==> config.mk <==
export PLATFORM = sky130hd
export DESIGN_NAME = alu_result_stage
export DESIGN_NICKNAME = d
export VERILOG_FILES = /design/src/rtl/alu_result_stage.sv
export SDC_FILE = /design/constraint.sdc
export NUM_CORES = 1
export LEC_CHECK = 0
export CAP_MARGIN = 20
export CELL_PAD_IN_SITES_DETAIL_PLACEMENT = 0
export CELL_PAD_IN_SITES_GLOBAL_PLACEMENT = 1
export CORE_MARGIN = 10
export CORE_UTILIZATION = 36
export CTS_CLUSTER_SIZE = 8
export DETAILED_ROUTE_END_ITERATION = 8
export PLACE_DENSITY_LB_ADDON = 0.1
export SETUP_SLACK_MARGIN = 0.4
export SYNTH_ARGS = -nofsm -noshare
export SYNTH_HDL_FRONTEND = slang
export SYNTH_SLANG_ARGS = --single-unit
==> constraint.sdc <==
create_clock -name clk -period 6.03 [get_ports clk]
set_clock_uncertainty 0.2 [all_clocks]
set_input_delay 0.9045 -clock clk [delete_from_list [all_inputs] [get_ports clk]]
set_output_delay 0.9045 -clock clk [all_outputs]
set_load 0.05 [all_outputs]
==> src/rtl/alu_result_stage.sv <==
// alu_result_stage
// EX-side result register between the ALU and the MEM/WB stage. Buffers the
// ALU result, zero flag, AluOp and writeback controls in a two-entry skid
// buffer (main register M drives out_*, skid register S absorbs one extra
// entry). Resolves beq/bne on accept and emits a one-cycle redirect pulse.
//
// Ports:
//   clk, rst                  clock, asynchronous active-high reset
//   in_valid / in_ready       upstream handshake (in_ready registered)
//   in_out, in_zf, in_aluop   ALU result word, zero flag, operation code
//   in_rd, in_regwrite        destination register and writeback enable
//   in_branch, in_bne         conditional branch flag, bne(1)/beq(0)
//   in_pc4, in_imm            PC+4 and sign-extended word offset
//   out_valid / out_ready     downstream handshake
//   out_result ... out_regwrite  buffered entry fields
//   br_valid, br_target       one-cycle redirect pulse and its target
//   n_results, n_taken        wrapping delivered-result / taken-branch counters
//
// state | meaning
// EMPTY | no entry held; M is stale
// ONE   | M holds the head entry, S unused
// FULL  | M holds the head, S holds the next entry; upstream stalled

module alu_result_stage #(
    parameter int DATA_W = 32,
    parameter int REG_W  = 5,
    parameter int CNT_W  = 16
) (
    input  logic              clk,
    input  logic              rst,
    input  logic              in_valid,
    output logic              in_ready,
    input  logic [DATA_W-1:0] in_out,
    input  logic              in_zf,
    input  logic [3:0]        in_aluop,
    input  logic [REG_W-1:0]  in_rd,
    input  logic              in_regwrite,
    input  logic              in_branch,
    input  logic              in_bne,
    input  logic [DATA_W-1:0] in_pc4,
    input  logic [DATA_W-1:0] in_imm,
    output logic              out_valid,
    input  logic              out_ready,
    output logic [DATA_W-1:0] out_result,
    output logic              out_zf,
    output logic [3:0]        out_aluop,
    output logic [REG_W-1:0]  out_rd,
    output logic              out_regwrite,
    output logic              br_valid,
    output logic [DATA_W-1:0] br_target,
    output logic [CNT_W-1:0]  n_results,
    output logic [CNT_W-1:0]  n_taken
);

    localparam int ENT_W = DATA_W + 1 + 4 + REG_W + 1;

    typedef enum logic [1:0] {
        EMPTY = 2'd0,
        ONE   = 2'd1,
        FULL  = 2'd2
    } occ_t;

    occ_t state, state_nxt;

    logic [ENT_W-1:0]  m_q, s_q, in_ent;
    logic              accept, deliver, taken;
    logic              load_m_in, load_s_in, load_m_s;
    logic [DATA_W-1:0] target;

    assign accept = in_valid & in_ready;
    assign deliver = out_valid & out_ready;
    assign in_ent = {in_out, in_zf, in_aluop, in_rd, in_regwrite};
    assign taken = in_branch & (in_bne ? ~in_zf : in_zf);
    // Offset is in words; the shift drops the top bits so wrap-around is silent.
    assign target = in_pc4 + (in_imm << 2);

    always_comb begin
        state_nxt = state;
        load_m_in = 1'b0;
        load_s_in = 1'b0;
        load_m_s  = 1'b0;
        case (state)
            EMPTY: begin
                if (accept) begin
                    state_nxt = ONE;
                    load_m_in = 1'b1;
                end
            end
            ONE: begin
                if (accept && !deliver) begin
                    state_nxt = FULL;
                    load_s_in = 1'b1;
                end else if (deliver && !accept) begin
                    state_nxt = EMPTY;
                end else if (accept && deliver) begin
                    load_m_in = 1'b1;
                end
            end
            FULL: begin
                if (deliver) begin
                    state_nxt = ONE;
                    load_m_s  = 1'b1;
                end
            end
            default: state_nxt = EMPTY;
        endcase
    end

    always_ff @(posedge clk or posedge rst) begin
        if (rst) begin
            state     <= EMPTY;
            in_ready  <= 1'b1;
            out_valid <= 1'b0;
            m_q       <= '0;
            s_q       <= '0;
        end else begin
            state <= state_nxt;
            // Handshake flags are registered copies of the next occupancy so
            // no input reaches an output combinationally.
            in_ready  <= (state_nxt != FULL);
            out_valid <= (state_nxt != EMPTY);
            if (load_m_in) begin
                m_q <= in_ent;
            end else if (load_m_s) begin
                m_q <= s_q;
            end
            if (load_s_in) begin
                s_q <= in_ent;
            end
        end
    end

    always_ff @(posedge clk or posedge rst) begin
        if (rst) begin
            br_valid  <= 1'b0;
            br_target <= '0;
            n_results <= '0;
            n_taken   <= '0;
        end else begin
            br_valid <= accept & taken;
            if (accept && taken) begin
                br_target <= target;
                n_taken   <= n_taken + CNT_W'(1);
            end
            if (deliver) begin
                n_results <= n_results + CNT_W'(1);
            end
        end
    end

    assign {out_result, out_zf, out_aluop, out_rd, out_regwrite} = m_q;

endmodule

==> flow_summary.yaml <==
floorplanning:
  ioPinCount: 223
  dieHeight_um: 166
  core_area_um2: 21000
  die_x_um: 166
  dieArea_um2: 27400
  start_util_pct: 36.4
  rows: 53
critical_path:
  crit_path_end_kind: "flip-flop"
  rrSetupSlack_ns: 3.31
  r2r_end: "n_taken[12]"
  startpoint: "in_pc4[2]"
  r2r_cells: 7
  path_max_fanout: 5
  cp_data_arrival_time_ns: 3.58
  crit_type: "in -> reg"
  cp-start-kind: "input pin"
  required_ns: 6.15
  timing.rr.start: "in_ready"
drt:
  drt_iter0_drc: 317
  first_pass_iters: 5
  wl_um: 21800
  num_vias: 6216
  ant_nets: 0
  vias_per_cell: 4.98
  wl_per_cell_um: 17.5
  drcViolationCount: 0
sta:
  hold_viol_final: 0
  fin_crit_sh_pct: 57.3
  setup_violations: 0
  worstMarginPinSlew_ns: 1.03
  rsz0062_at_grt: "false"
  slew_viol_final: 0
  tns_ns: 0
  maxSlewHeadroom_pct: 30.9
  period_minus_slack_ns: 3.46
  max_freq_ghz: 0.289
cells_and_area:
  syn2layout_area_growth_pct: 41.0
  nets: 1102
  stdcell_area_um2: 10800
  drive_gt1_share_pct: 9.90
  fill_cells: 1939
clock_tree:
  holdBufCountCts: 0
  clock-sinks: 155
  post_cts_resized: 0
  clock_latency_ns: 0.42
  cts_buffer_depth: 2
  cts_root_buffer: "clkbuf_16"
  htreeDepth: 4
  cts_setup_buffers: 0
  numCtsBuffers: 17
  path_clk_slew_ns: 0.07
  cts_tree: "yes"
power_and_ir_drop:
  p_leak_nw: 4.76
  p_per_area_nw_per_um2: 500
  vdd_drop_max_mv: 0.277
yosys:
  synth_seq_cells: 155
  synth_edf_count: 0
  ys_types: 50
  synth_top_area_share_pct: 50.5
  yosys_warnings: 0
  synth_most_common_cell: "nand2_1"
  synth.net_count: 888
  synthFlopType: "dfrtp_1"
  ys_top_cells_by_count: "nand2_1, dfrtp_1, mux2_2"
  synthTopCellsByArea: "dfrtp_1, nand2_1, mux2_2, ha_1, a22oi_1"
  synth_cells: 743
  syn_area_um2: 7630
  ys_seq_area_share_pct: 50.9
  synth_top_area_cell: "dfrtp_1"
  syn_avg_cell_area_um2: 10.3
  synthArstFlopShare_pct: 100
grt:
  gr-total-overflow: 0
  antenna_found_initial: 1
  grt_max_degree: 118
  grt_first_pass_wirelength_um: 34500
  first_global_vias: 6653
  grt.total_usage_pct: 15.8
min_path:
  min-delay-start: "n_results[15]"
  holdPathEnd: "n_results[15]"
  holdPathStages: 1
  hp-class: "reg -> reg"
run_status:
  outcome: "finished clean"
job:
  max-cap-violations: 0
place:
  gp_congestion: 0.798
  hpwl_um: 16100
  port_buffers: 220
  dpl_cell_area_um2: 10100
## cells in the final DEF (no fill, tap or decap), types with 3 or more instances in the layout
cell type	n
a21oi_1	32
ha_1	31
mux2i_1	5
nand4_1	8
a21o_1	17
o21a_1	5
clkbuf_16	17
a211oi_1	3
a21boi_1	3
inv_1	6
o21ai_0	19
buf_4	5
dfrtp_1	154
nand2_1	155
inv_6	3
clkdlybuf4s50_1	220
xnor2_1	33
nand3_1	23
and3_1	11
clkinv_4	5
o21ai_1	24
nor2_1	26
xor2_1	21
a22oi_1	39
nor2b_1	3
nor3_1	9
mux2_2	44
## routing by layer
metal	GRT usage (%)	wire (um)
met1	18.5	9130
met5	0	0
met3	4.07	1400
met2	27.2	11000
met4	5.99	261
## layout make-up
cell class | instances | area, um^2 | share of cell area [%]
diodes | 2 | 5.00 | 0.0465
clock buffers | 18 | 429 | 3.99
clock inverters | 14 | 161 | 1.50
inverters | 8 | 35.0 | 0.326
multi-input cells | 549 | 3630 | 33.8
flip-flops and latches | 155 | 3880 | 36.1
well taps | 275 | 344 | 3.20
repair buffers | 226 | 2270 | 21.1
## state kept, by name, indices dropped and copies added (netlist names)
signal and count:
br_target 32, br_valid 1, in_ready 1, m_q 43
n_results 16, n_taken 16, out_valid 1, s_q 43
state 2
## worst max path at each step
stage                     to  slack, ns
6_report       br_target[26]       2.57
5_1_grt        br_target[31]       2.43
4_1_cts        br_target[26]       2.59
3_5_place_dp   br_target[26]       2.15
3_3_place_gp   br_target[26]       2.16
2_1_floorplan   br_target[0]       0.75
## worst max-delay path, stage by stage
cell and delay, ns:
clkdlybuf4s50_1 0.41, ha_1 0.26, inv_1 0.09, fa_1 0.25, nor2b_4 0.05, o31a_1 0.27
or3_4 0.35, a21oi_4 0.22, o21ai_2 0.15, a31o_4 0.30, a41o_1 0.23, o311ai_1 0.08
## metrics by stage
stage | std cells | total power [W] | utilization [%] | hold WS, ns | setup slack (ns)
3_3_place_gp | 1212 | 0.00432 | 48.3 | 0.257 | 2.16
6_report | 1247 | 0.00538 | 51.3 | 0.272 | 2.57
2_1_floorplan | 743 | 0.00342 | - | 0.256 | 0.749
3_5_place_dp | 1212 | 0.00437 | 48.3 | 0.262 | 2.15
5_1_grt | 1246 | 0.00568 | 51.3 | 0.289 | 2.43
4_1_cts | 1244 | 0.00545 | 51.2 | 0.275 | 2.59
## cells by family (layout without fill, tap and decap cells)
logic type | Yosys count | count (layout) | synth area share, %
other | 0 | 2 | 0
xor gates and xnor gates | 54 | 54 | 6.20
AOI/OAI and AO/OA | 166 | 166 | 14.5
DFF | 155 | 155 | 50.9
and+or+nand+nor | 248 | 248 | 14.0
buffers and inverters | 39 | 266 | 1.92
muxes | 49 | 49 | 7.15
adders and majority gates | 32 | 32 | 5.35
## power breakdown
part,leakage (nW),internal (W),switching (W),total [W]
registers,1.93,0.00148,0.000278,0.00176
clock network,0.281,0.000586,0.000468,0.00105
logic,2.54,0.000922,0.00165,0.00257
total,4.76,0.00299,0.00239,0.00538
Power figures use the tool's default switching activity.
